<file path="src/rtl/riscv_defs.sv">
// Shared RISC-V encoding definitions used by the encoder and the decoder.
// Contents:
//   fmt_e      - request format codes (R, I, S, B, U, J; 6 and 7 are illegal)
//   OPC_*      - major opcode constants for the base integer ISA
//   FUNCT3_SLL/SRL - funct3 codes that turn an OP-IMM into a shift
package riscv_defs;

  typedef enum logic [2:0] {
    FMT_R = 3'd0,
    FMT_I = 3'd1,
    FMT_S = 3'd2,
    FMT_B = 3'd3,
    FMT_U = 3'd4,
    FMT_J = 3'd5
  } fmt_e;

  localparam logic [6:0] OPC_R      = 7'b0110011;
  localparam logic [6:0] OPC_LOAD   = 7'b0000011;
  localparam logic [6:0] OPC_IMM    = 7'b0010011;
  localparam logic [6:0] OPC_STORE  = 7'b0100011;
  localparam logic [6:0] OPC_BRANCH = 7'b1100011;
  localparam logic [6:0] OPC_AUIPC  = 7'b0010111;
  localparam logic [6:0] OPC_LUI    = 7'b0110111;
  localparam logic [6:0] OPC_JAL    = 7'b1101111;
  localparam logic [6:0] OPC_JALR   = 7'b1100111;
  localparam logic [6:0] OPC_ECALL  = 7'b1110011;

  localparam logic [2:0] FUNCT3_SLL = 3'b001;
  localparam logic [2:0] FUNCT3_SRL = 3'b101;

endpackage

</file>
<file path="src/rtl/insn_fifo.sv">
// Circular FIFO holding encoded 32-bit instructions.
// Ports:
//   clk, reset        - clock, asynchronous active-high reset
//   push_i, data_i    - write request and data (ignored when full)
//   pop_i             - remove head (ignored when empty)
//   data_o            - head entry, zero while empty
//   full_o, empty_o   - occupancy flags
module insn_fifo #(
  parameter int DEPTH = 4
) (
  input  logic        clk,
  input  logic        reset,
  input  logic        push_i,
  input  logic [31:0] data_i,
  input  logic        pop_i,
  output logic [31:0] data_o,
  output logic        full_o,
  output logic        empty_o
);

  localparam int AW = $clog2(DEPTH);

  logic [31:0]   mem_q [DEPTH];
  logic [AW-1:0] wrPtr_q, wrPtr_d;
  logic [AW-1:0] rdPtr_q, rdPtr_d;
  logic [AW:0]   count_q, count_d;
  logic          pushEff, popEff;

  // DEPTH is a power of two, so the count MSB alone marks count == DEPTH.
  assign full_o  = count_q[AW];
  assign empty_o = (count_q == '0);
  assign pushEff = push_i && !full_o;
  assign popEff  = pop_i && !empty_o;

  // Forcing zero while empty keeps stale entries from leaking after a reset.
  assign data_o = empty_o ? 32'd0 : mem_q[rdPtr_q];

  // Pointers wrap naturally because their width is exactly log2(DEPTH).
  always_comb begin
    wrPtr_d = wrPtr_q;
    rdPtr_d = rdPtr_q;
    count_d = count_q;
    if (pushEff) wrPtr_d = wrPtr_q + 1'b1;
    if (popEff)  rdPtr_d = rdPtr_q + 1'b1;
    case ({pushEff, popEff})
      2'b10:   count_d = count_q + 1'b1;
      2'b01:   count_d = count_q - 1'b1;
      default: count_d = count_q;
    endcase
  end

  always_ff @(posedge clk or posedge reset) begin
    if (reset) begin
      wrPtr_q <= '0;
      rdPtr_q <= '0;
      count_q <= '0;
    end else begin
      wrPtr_q <= wrPtr_d;
      rdPtr_q <= rdPtr_d;
      count_q <= count_d;
    end
  end

  // Storage needs no reset; empty_o masks its contents.
  always_ff @(posedge clk) begin
    if (pushEff) mem_q[wrPtr_q] <= data_i;
  end

endmodule

</file>
<file path="src/rtl/insn_encoder.sv">
// Assembles RISC-V instruction words from field requests and queues them.
// Ports:
//   clk, reset                      - clock, asynchronous active-high reset
//   in_valid/in_ready               - request handshake
//   in_fmt, in_opcode, in_rd, in_rs1, in_rs2, in_funct3, in_funct7, in_imm
//                                   - request fields
//   out_valid/out_ready/out_insn    - encoded instruction stream (FIFO head)
//   err_sticky, err_count, err_clr  - encode-error status and its clear
// Erroneous requests are consumed but never queued.
module insn_encoder
  import riscv_defs::*;
#(
  parameter int DEPTH = 4
) (
  input  logic        clk,
  input  logic        reset,
  input  logic        in_valid,
  output logic        in_ready,
  input  logic [2:0]  in_fmt,
  input  logic [6:0]  in_opcode,
  input  logic [4:0]  in_rd,
  input  logic [4:0]  in_rs1,
  input  logic [4:0]  in_rs2,
  input  logic [2:0]  in_funct3,
  input  logic [6:0]  in_funct7,
  input  logic [31:0] in_imm,
  output logic        out_valid,
  input  logic        out_ready,
  output logic [31:0] out_insn,
  output logic        err_sticky,
  output logic [7:0]  err_count,
  input  logic        err_clr
);

  logic [31:0] encInsn;
  logic        encErr;
  logic        isShift;
  logic        accept;
  logic        errHit;
  logic        fifoFull, fifoEmpty;
  logic        errSticky_q, errSticky_d;
  logic [7:0]  errCount_q, errCount_d;

  assign isShift = (in_opcode == OPC_IMM) &&
                   ((in_funct3 == FUNCT3_SLL) || (in_funct3 == FUNCT3_SRL));

  // Each range check asks whether the upper immediate bits are a pure
  // sign extension of the field that actually fits in the instruction.
  always_comb begin
    encInsn = 32'd0;
    encErr  = 1'b0;
    case (fmt_e'(in_fmt))
      FMT_R: encInsn = {in_funct7, in_rs2, in_rs1, in_funct3, in_rd, in_opcode};
      FMT_I: begin
        if (isShift) begin
          encInsn = {in_funct7, in_imm[4:0], in_rs1, in_funct3, in_rd, in_opcode};
          encErr  = |in_imm[31:5];
        end else begin
          encInsn = {in_imm[11:0], in_rs1, in_funct3, in_rd, in_opcode};
          encErr  = !((&in_imm[31:11]) || !(|in_imm[31:11]));
        end
      end
      FMT_S: begin
        encInsn = {in_imm[11:5], in_rs2, in_rs1, in_funct3, in_imm[4:0], in_opcode};
        encErr  = !((&in_imm[31:11]) || !(|in_imm[31:11]));
      end
      FMT_B: begin
        encInsn = {in_imm[12], in_imm[10:5], in_rs2, in_rs1, in_funct3,
                   in_imm[4:1], in_imm[11], in_opcode};
        encErr  = !((&in_imm[31:12]) || !(|in_imm[31:12])) || in_imm[0];
      end
      FMT_U: begin
        encInsn = {in_imm[31:12], in_rd, in_opcode};
        encErr  = |in_imm[11:0];
      end
      FMT_J: begin
        encInsn = {in_imm[20], in_imm[10:1], in_imm[11], in_imm[19:12], in_rd, in_opcode};
        encErr  = !((&in_imm[31:20]) || !(|in_imm[31:20])) || in_imm[0];
      end
      default: encErr = 1'b1;
    endcase
  end

  // Readiness depends only on occupancy, so a pop never opens a full FIFO
  // in the same cycle; reset also blocks acceptance.
  assign in_ready = !fifoFull && !reset;
  assign accept   = in_valid && in_ready;
  assign errHit   = accept && encErr;

  // A clear coinciding with a new error restarts the status at that error.
  always_comb begin
    errSticky_d = errSticky_q;
    errCount_d  = errCount_q;
    if (err_clr) begin
      errSticky_d = errHit;
      errCount_d  = errHit ? 8'd1 : 8'd0;
    end else if (errHit) begin
      errSticky_d = 1'b1;
      if (errCount_q != 8'hFF) errCount_d = errCount_q + 8'd1;
    end
  end

  always_ff @(posedge clk or posedge reset) begin
    if (reset) begin
      errSticky_q <= 1'b0;
      errCount_q  <= 8'd0;
    end else begin
      errSticky_q <= errSticky_d;
      errCount_q  <= errCount_d;
    end
  end

  assign err_sticky = errSticky_q;
  assign err_count  = errCount_q;

  insn_fifo #(.DEPTH(DEPTH)) uFifo (
    .clk     (clk),
    .reset   (reset),
    .push_i  (accept && !encErr),
    .data_i  (encInsn),
    .pop_i   (out_ready),
    .data_o  (out_insn),
    .full_o  (fifoFull),
    .empty_o (fifoEmpty)
  );

  assign out_valid = !fifoEmpty;

endmodule

</file>
<file path="config.mk">
export PLATFORM = sky130hd
export DESIGN_NAME = insn_encoder
export DESIGN_NICKNAME = d
export VERILOG_FILES = /design/src/rtl/riscv_defs.sv /design/src/rtl/insn_fifo.sv /design/src/rtl/insn_encoder.sv
export SDC_FILE = /design/constraint.sdc
export NUM_CORES = 1
export LEC_CHECK = 0
export ABC_AREA = 1
export BUFFER_PORTS_ARGS = -buffer_cell sky130_fd_sc_hd__buf_2
export CORE_ASPECT_RATIO = 0.7
export CORE_MARGIN = 8
export CORE_UTILIZATION = 30
export DETAILED_ROUTE_END_ITERATION = 8
export PLACE_DENSITY = 0.54
export SLEW_MARGIN = 20
export SYNTH_ARGS = -nofsm -noshare
export SYNTH_HDL_FRONTEND = slang
export SYNTH_SLANG_ARGS = --single-unit
export TNS_END_PERCENT = 5
</file>
<file path="constraint.sdc">
create_clock -name clk -period 3.89 [get_ports clk]
set_clock_uncertainty 0.15 [all_clocks]
set_input_delay 0.389 -clock clk [delete_from_list [all_inputs] [get_ports clk]]
set_output_delay 0.389 -clock clk [all_outputs]
set_load 0.05 [all_outputs]
</file>
Word level (Yosys, flattened, before mapping)
Memories as Yosys holds them, arrays and structs flattened.
Cells that the tools add are included.
Operators by class
  add/subtract/negate cells: 5
  reductions and logical operators: 37
  muxes and demuxes: 14
  equality and inequality tests: 11
Operators with widths (number)
  $pmux W32 S6: 1
  $mux W32: 2
  $reduce_or A27 Y1: 1
  $mux W8: 3
  $reduce_or A12 Y1: 2
  $reduce_and A21 Y1: 1
  $reduce_or A21 Y1: 1
  $reduce_and A20 Y1: 1
  $reduce_or A20 Y1: 1
  $reduce_and A12 Y1: 1
  $logic_not A1 Y1: 10
  $eq A3 B3 Y1 const B: 3
  $add A8 B1 Y8 const B: 1
  $ne A8 B8 Y1 const B: 1
  $eq A7 B5 Y1 const B: 1
  $logic_and A1 B1 Y1: 7
  $eq A3 B1 Y1 const B: 2
  $eq A3 B2 Y1 const B: 2
  $logic_not A3 Y1: 2
  $logic_or A1 B1 Y1: 6
  $mux W1: 6
  $pmux W1 S6: 1
  $pmux W3 S2: 1
  $reduce_bool A2 Y1: 3
  other kinds (6): 7
Storage, ports and cells
  flip-flop bits (word level): 16
  word-level logic and storage cells: 73
  output and inout port bits: 43
  input bits: 72
  memories: 1
  RAM bits: 128
Memories
  uFifo.mem_q: depth 4, width 32, rd ports 1, clocked after memory_dff 0, wr ports 1, RTL line insn_fifo.sv:23  | logic [31:0] mem_q [DEPTH];

Depth between registers and ports, before layout
Gate-level depths: netlist of the first run.
  depth after elaboration: 11
  gate-level depth with buffers: 16
  depth with buffers taken out: 16

Cells and area by module
A second synthesis of the first run with hierarchy kept.
Unflattened totals
  cells, all modules: 852
  area, all modules: 7402.1 um2
Modules (own cells, without submodules)
  insn_fifo: cells an instance 559, instances 1, area an instance 5861.9 um2, seq. area each 4018.9 um2
  insn_encoder: cells an instance 293, instances 1, area an instance 1540.2 um2, seq. area each 225.2 um2

Worst setup path before layout of the first run
OpenSTA, ideal clock, no wires.
  kind: reg2reg
  from: reg uFifo.count_q[2]
  to: mem uFifo.mem_q[0][0], enable pin
  setup slack: 343 ps
  data required time: 3319 ps
  buffers on the path: 0
  setup time: 421 ps
  stages on the path, launching flop included: 6
  data arrival time: 2976 ps
  clock period less this slack: 3547 ps
  cells stage by stage: dfrtp_1 -> nor2_1 -> nand2_1 -> inv_1 -> nand4_2 -> nor2_1
On the way
  word-level cells in the longest chain between the ends: 7
Ends and longest elaborated chain
  from (decl): RTL line insn_fifo.sv:26  | logic [AW:0] count_q, count_d;
  from (signal assigned): RTL line insn_fifo.sv:60  | count_q <= count_d;
  $logic_not A1 Y1: RTL line insn_encoder.sv:86  | assign in_ready = !fifoFull && !reset;
  $logic_and A1 B1 Y1: RTL line insn_encoder.sv:86
  net in_ready: RTL line insn_encoder.sv:18  | output logic in_ready,
  $logic_and A1 B1 Y1: RTL line insn_encoder.sv:87  | assign accept = in_valid && in_ready;
  $logic_and A1 B1 Y1: RTL line insn_encoder.sv:119  | .push_i (accept && !encErr),
  $logic_and A1 B1 Y1: RTL line insn_fifo.sv:32  | assign pushEff = push_i && !full_o;
  $mux W1: RTL line insn_fifo.sv:66  | if (pushEff) mem_q[wrPtr_q] <= data_i;
  $mux W1 (implied by the code): RTL line insn_fifo.sv:66
  to (decl): RTL line insn_fifo.sv:23
The timed path passes the listed nets, and every way through them passes these cells.

Worst setup path after layout of the first run
  from: reg uFifo.rdPtr_q[0]
  to: out out_insn[31]
On the way
  word-level cells in the longest chain between the ends: 2
Ends and longest elaborated chain
  from (decl): RTL line insn_fifo.sv:25  | logic [AW-1:0] rdPtr_q, rdPtr_d;
  from (signal assigned): RTL line insn_fifo.sv:59  | rdPtr_q <= rdPtr_d;
  $mem_v2 Z4 W32
  $mux W32: RTL line insn_fifo.sv:36  | assign data_o = empty_o ? 32'd0 : mem_q[rdPtr_q];
  to (decl): RTL line insn_encoder.sv:29  | output logic [31:0] out_insn,
Every way passes these cells.

==> flow_summary_export.csv, run 1 <==
group,metric,value,unit
power_and_ir_drop,power_density,732,mW/mm^2
global_route,grt_pass1_wl,29500,um
sta,post-route-period-util,75.5,%
worst_setup_path,slowest_delay,0.44,ns
worst_setup_path,path_max_fanout,24,
cts,clk_latency,0.41,ns
global_route,grt_usage,13.8,%
cts,cts.sinks,144,
detailed_routing,vias,5311,
detailed_routing,vias_per_cell,4.58,
layout,final_nets,914,
cts,cts_root_buffer,"clkbuf_16",
synthesis,syn_inst,715,
place,port_buffers,114,
synthesis,synth_seq_cells,144,
detailed_routing,drt_iter0_markers,521,
detailed_routing,drt-total-wl,19100,um
layout,utilization,37.4,%
worst_setup_path,worstPathArrival,2.40,ns
layout,antenna_cells,0,
layout,final_common_cell,"nor2_1",
layout,multi_input_area,0.00230,sq mm
detailed_routing,ant_nets,0,
cts,htreeDepth,4,
sta,hold_viol_final,0,
synthesis,syn-cell-area,0.00685,sq mm
synthesis,yosysUniqueCellTypes,33,
floorplanning,pin_count,115,
floorplanning,die_y,142,um
worst_setup_path,critical_path_class,"flop to output pin",
layout,regArea,0.00425,sq mm
synthesis,avgSynthCellArea,9.58,sq um
worst_setup_path,required,3.35,ns
run,cap_violations,0,
synthesis,synth_nets,794,
floorplanning,coreArea,0.0225,sq mm
cts,cts_buffers,17,
layout,area_growth,22.8,%
sta,final-max-slew-violation-count,0,
layout,finalInstanceArea,0.00841,sq mm
floorplanning,die_w,197,um
sta,rsz0062_at_grt,"false",
synthesis,synth_edf_count,128,
sta,setup_ws,0.953,ns
floorplanning,start_util,30.4,%
layout,final_cells,1160,
floorplanning,fp-row-count,46,
cts,clock_path_buffers,2,
sta,period_needed,2.94,ns
place,hpwl,13500,um
synthesis,ys_warn_count,0,
sta,holdWs,0.198,ns
synthesis,yosysSeqAreaShare,62.0,%
sta,slew_headroom,48.9,%
min_path,hp-class,"primary input to flop",
layout,drive_above_1_share,21.6,%
power_and_ir_drop,irDropWorstVdd,0.415,mV
detailed_routing,drc,0,
synthesis,yosys_most_used_dff,"edfxtp_1",
cts,cts_resized,0,
worst_setup_path,cp-start-kind,"flop",
synthesis,async_reset_ff_share,11.1,%
place,dp_cells,1127,
place,place_area,0.00783,sq mm
global_route,grt_pass1_vias,5305,
layout,fillers,2274,
power_and_ir_drop,fin_total_pwr,6.15,mW
sta,fin_setup_tns,0,ns
detailed_routing,dr.pass1.iters,5,
cts,clkTransAtPathRegs,0.06,ns
place,dp_worst_setup_slack,0.763,ns
worst_setup_path,crit_path_end_kind,"output pin",
global_route,grt_antenna_before_repair,0,
power_and_ir_drop,leakage,3.35,nW
detailed_routing,wl_per_cell,16.5,um
layout,mostFrequentLayoutCells,"184 x nor2_1, 128 x edfxtp_1, 114 x buf_2, 105 x nand2_1, 76 x o21ai_0",
worst_setup_path,cp_cell_sequence,"inv_1 -> buf_4 -> o21ai_0 -> a21oi_1 -> buf_2",
global_route,grt_max_degree,66,
global_route,grt_overflow,0,
sta,worst_pin_slew,0.761,ns
status,status,"completed",
floorplanning,die_area,0.0280,sq mm
sta,setup_viol,0,
cts,cts_tree,"built",
worst_setup_path,slowest_stage,"inv_1",
place,gp_congestion,0.844,
sta,fmax,341,MHz
synth_stat cells, types with 2 or more instances:
| master | n | area (sq um) |
|---|---|---|
| xor2_1 | 5 | 43.8 |
| nand2_1 | 105 | 394 |
| inv_4 | 2 | 12.5 |
| nand3_1 | 33 | 165 |
| o211ai_1 | 5 | 37.5 |
| nor3_1 | 5 | 25.0 |
| nor2_1 | 188 | 706 |
| o22ai_1 | 2 | 12.5 |
| ha_1 | 6 | 75.1 |
| xnor2_1 | 4 | 35.0 |
| dfrtp_1 | 16 | 400 |
| edfxtp_1 | 128 | 3840 |
| inv_1 | 50 | 188 |
| nor2_4 | 3 | 33.8 |
| o2111ai_1 | 2 | 17.5 |
| a21oi_1 | 36 | 180 |
| clkbuf_1 | 25 | 93.8 |
| nor2_2 | 3 | 18.8 |
| nand2_2 | 3 | 18.8 |
| buf_4 | 2 | 15.0 |
| nand3_4 | 2 | 35.0 |
| inv_2 | 3 | 11.3 |
| nand2_4 | 2 | 22.5 |
| o21ai_0 | 76 | 380 |
worst max-delay path, delay by kind of cell (launching register included):
kind | cells | cell delay [ns]
compound gates | 2 | 0.44
buf+inv | 3 | 1.14
flops | 1 | 0.40
flip-flops by register name (all words and copies together), names as in the netlist:
signal / count
err_count: 8
err_sticky: 1
uFifo.count_q: 3
uFifo.mem_q: 128
uFifo.rdPtr_q: 2
uFifo.wrPtr_q: 2
final timing paths:
path                             startpoint            endpoint  slack [ns]  cells after the start
min reg2reg                      err_sticky          err_sticky        0.37                      1
max reg2reg                uFifo.count_q[2]    uFifo.count_q[1]        1.55                      8
max                        uFifo.rdPtr_q[0]        out_insn[31]        0.95                      5
max in group asynchronous             reset    uFifo.rdPtr_q[0]        2.70                      3
min                               in_rs1[3]  uFifo.mem_q[2][18]        0.20                      3
min in group asynchronous             reset        err_count[7]        0.45                      3
layer usage:
layer / global-route usage (%) / wire, um / up-vias
li1: - / - / 2644
met1: 19.8 / 9740 / 2492
met2: 20.0 / 7880 / 158
met3: 3.99 / 1240 / 17
met4: 4.07 / 238 / 0
met5: 0 / 0 / -
repair_timing:
item,in CTS,in global routing
buffers inserted,0,0
hold buffers,1,0
endpoints found under the hold margin,16,0
endpoints found under the setup margin,0,0
area by class of cell:
type | instances | area share (%)
repair buffers | 128 | 8.21
clock buffers | 17 | 5.06
well taps | 312 | 4.64
multi-input cells | 488 | 27.3
flip-flops and latches | 144 | 50.5
clock inverters | 15 | 1.73
inverters | 56 | 2.56
where the power goes:
part | leakage (nW) | switching [mW] | internal (mW)
sequential | 1.37 | 0.0484 | 1.80
combinational | 1.71 | 2.11 | 0.629
clock | 0.274 | 0.626 | 0.937
total | 3.35 | 2.79 | 3.36
logic make-up (layout without fill, tap and decap cells):
| group | count (synthesis) | count (layout) | synth area share [%] |
|---|---|---|---|
| buf+inv | 83 | 216 | 4.73 |
| xor+xnor | 9 | 9 | 1.15 |
| simple gates | 348 | 348 | 21.2 |
| compound gates | 124 | 124 | 9.55 |
| flops | 144 | 144 | 62.0 |
| fa+ha+maj | 7 | 7 | 1.39 |
(Power assumes the default switching activity.)
==> run 2, diff against run 1 <==
--- a/config.mk
+++ b/config.mk
@@ -5,13 +5,13 @@
 export SDC_FILE = /design/constraint.sdc
 export NUM_CORES = 1
 export LEC_CHECK = 0
-export ABC_AREA = 1
+export ABC_AREA = 0
 export BUFFER_PORTS_ARGS = -buffer_cell sky130_fd_sc_hd__buf_2
 export CORE_ASPECT_RATIO = 0.7
 export CORE_MARGIN = 8
 export CORE_UTILIZATION = 30
 export DETAILED_ROUTE_END_ITERATION = 8
-export PLACE_DENSITY = 0.54
+export PLACE_DENSITY = 0.56
 export SLEW_MARGIN = 20
 export SYNTH_ARGS = -nofsm -noshare
 export SYNTH_HDL_FRONTEND = slang
==> constraint.sdc (replaced) <==
create_clock -name clk -period 2.7 [get_ports clk]
set_clock_uncertainty 0.15 [all_clocks]
set_input_delay 0.27 -clock clk [delete_from_list [all_inputs] [get_ports clk]]
set_output_delay 0.27 -clock clk [all_outputs]
set_load 0.05 [all_outputs]
==> flow_summary_export.csv, run 2 <==
group,metric,value,unit
synthesis,yosys-top-cells-area,"edfxtp_1 58%, mux4_2 11%, dfrtp_1 6.1%",
worst_setup_path,rr_worst_depth,10,
sta,holdWs,0.0777,ns
cts,clock_path_buffers,2,
global_route,grt_max_degree,34,
synthesis,yosysSeqAreaShare,64.5,%
synthesis,synthTopCellsByCount,"128 x edfxtp_1, 42 x and2_1, 32 x mux4_2, 21 x inv_1, 18 x nand2_1",
detailed_routing,wl_per_cell,20.1,um
synthesis,synth_edf_count,128,
min_path,hp-class,"primary input to flop",
worst_setup_path,slowest_stage,"dfrtp_4",
sta,rsz0062_at_grt,"false",
global_route,grt_pass1_vias,4669,
cts,cts_buffers,17,
layout,fillers,2034,
sta,period_needed,2.57,ns
synthesis,ys_warn_count,0,
global_route,grt_antenna_before_repair,0,
detailed_routing,ant_nets,0,
synthesis,avgSynthCellArea,15.5,sq um
power_and_ir_drop,irDropWorstVdd,0.441,mV
worst_setup_path,crit_path_end_kind,"output pin",
synthesis,async_reset_ff_share,11.1,%
detailed_routing,vias,4376,
worst_setup_path,critical_path_class,"flop to output pin",
worst_setup_path,required,2.28,ns
layout,largest_reg_flops,128,
sta,final-max-slew-violation-count,0,
floorplanning,coreArea,0.0216,sq mm
sta,slew_headroom,52.5,%
detailed_routing,drt-total-wl,17800,um
power_and_ir_drop,leakage,3.28,nW
place,hpwl,12800,um
place,gp_congestion,0.873,
synthesis,yosysMostFrequentCell,"edfxtp_1",
layout,final_nets,672,
cts,htreeDepth,4,
layout,antenna_cells,0,
layout,finalInstanceArea,0.00862,sq mm
global_route,grt_pass1_wl,27500,um
synthesis,syn-cell-area,0.00658,sq mm
sta,fmax,389,MHz
detailed_routing,dr.pass1.iters,7,
sta,setup_viol,0,
layout,final_common_cell,"edfxtp_1",
detailed_routing,drt_iter0_markers,317,
layout,final_cells,888,
cts,clkTransAtPathRegs,0.06,ns
cts,cts_root_buffer,"clkbuf_16",
min_path,whs_path_depth,3,
place,dp_cells,853,
worst_setup_path,path_max_fanout,14,
place,place_area,0.00791,sq mm
detailed_routing,vias_per_cell,4.93,
place,port_buffers,114,
worst_setup_path,worstPathArrival,2.15,ns
worst_setup_path,cp-start-kind,"flop",
cts,cts.sinks,144,
layout,regMostFlops,"uFifo.mem_q",
floorplanning,pin_count,115,
global_route,grt_usage,13.6,%
place,dp_worst_setup_slack,-0.728,ns
worst_setup_path,slowest_delay,0.58,ns
power_and_ir_drop,fin_total_pwr,8.48,mW
floorplanning,fp-row-count,45,
sta,setup_ws,0.130,ns
synthesis,synth_nets,503,
status,status,"completed",
worst_setup_path,cp_cell_sequence,"buf_12 -> mux4_2 -> and2_1 -> buf_2",
layout,mostFrequentLayoutCells,"128 x edfxtp_1, 114 x buf_2, 49 x buf_4, 41 x and2_1, 32 x mux4_2",
synthesis,syn_inst,424,
layout,utilization,39.9,%
synthesis,yosysUniqueCellTypes,46,
detailed_routing,drc,0,
floorplanning,die_y,140,um
run,cap_violations,0,
synthesis,yosysTopAreaCell,"edfxtp_1",
cts,clk_latency,0.42,ns
power_and_ir_drop,power_density,983,mW/mm^2
layout,drive_above_1_share,41.9,%
synthesis,synth_seq_cells,144,
sta,fin_setup_tns,0,ns
floorplanning,start_util,30.4,%
sta,post-route-period-util,95.2,%
global_route,grt_overflow,0,
sta,hold_viol_final,0,
synthesis,synth_top_area_share,58.4,%
sta,worst_pin_slew,0.704,ns
synthesis,yosys_most_used_dff,"edfxtp_1",
floorplanning,die_area,0.0270,sq mm
layout,area_growth,31.0,%
floorplanning,die_w,193,um
cts,cts_tree,"built",
run 2: changes by cell type after synthesis, moves of 13 or more:
cell	change
nand3_1	-31
inv_1	-29
o21ai_0	-65
and2_1	+42
mux4_2	+32
a21oi_1	-27
nor2_1	-176
nand2_1	-87
nor2b_1	+13
run 2: final cells by class:
class,instances,area [sq um],area share (%)
flip-flops and latches,144,4250,49.3
multi-input cells,237,2200,25.5
repair buffers,172,1100,12.7
clock buffers,18,429,4.98
well taps,282,353,4.09
clock inverters,14,214,2.48
inverters,21,78.8,0.914
run 2: kinds of logic (layout without fill, tap and decap cells):
family,after synthesis,count (layout),synth area share [%]
flip-flops,144,144,64.5
multiplexers,44,44,13.1
buffers and inverters,43,225,2.70
adder cells (fa/ha/maj),7,7,1.44
XOR/XNOR,6,6,0.799
AO/OA/AOI/OAI,51,51,6.03
AND/OR/NAND/NOR,129,129,11.5
run 2: final timing paths:
check,startpoint,to,slack [ns]
worst min-delay path,in_imm[9],uFifo.mem_q[0][29],0.08
worst max-delay path,uFifo.rdPtr_q[0],out_insn[31],0.13
max in group asynchronous,reset,uFifo.rdPtr_q[0],1.56
worst min register to register,uFifo.count_q[0],uFifo.count_q[0],0.35
min in group asynchronous,reset,err_count[1],0.35
worst max register to register,uFifo.count_q[2],uFifo.count_q[2],0.40
run 2: routing by layer:
layer  vias to the layer above  share of wire, %  GRT usage (%)
li1                       1993                 -              -
met4                         0              0.71           3.92
met2                       171                42           19.2
met1                      2201                49           19.7
met3                        11               8.0           4.27
met5                         -                 0              0
run 2: power breakdown:
group,switching [mW],total (mW),internal [mW]
Combinational,2.15,3.25,1.10
Sequential,0.108,2.68,2.57
Clock,0.911,2.55,1.64
run 2: worst max-delay path, delay by kind of cell, from the launching register on:
family | cells | cell delay (ns)
buffers and inverters | 2 | 0.43
flip-flops | 1 | 0.58
multiplexers | 1 | 0.54
AND/OR/NAND/NOR | 1 | 0.18
run 2: repair_timing:
action,in CTS,in global routing
pin swaps,0,5
setup buffers,0,1
hold endpoints to repair,17,0
hold buffers,2,0
setup endpoints to repair,131,2
gates resized for setup,3,4
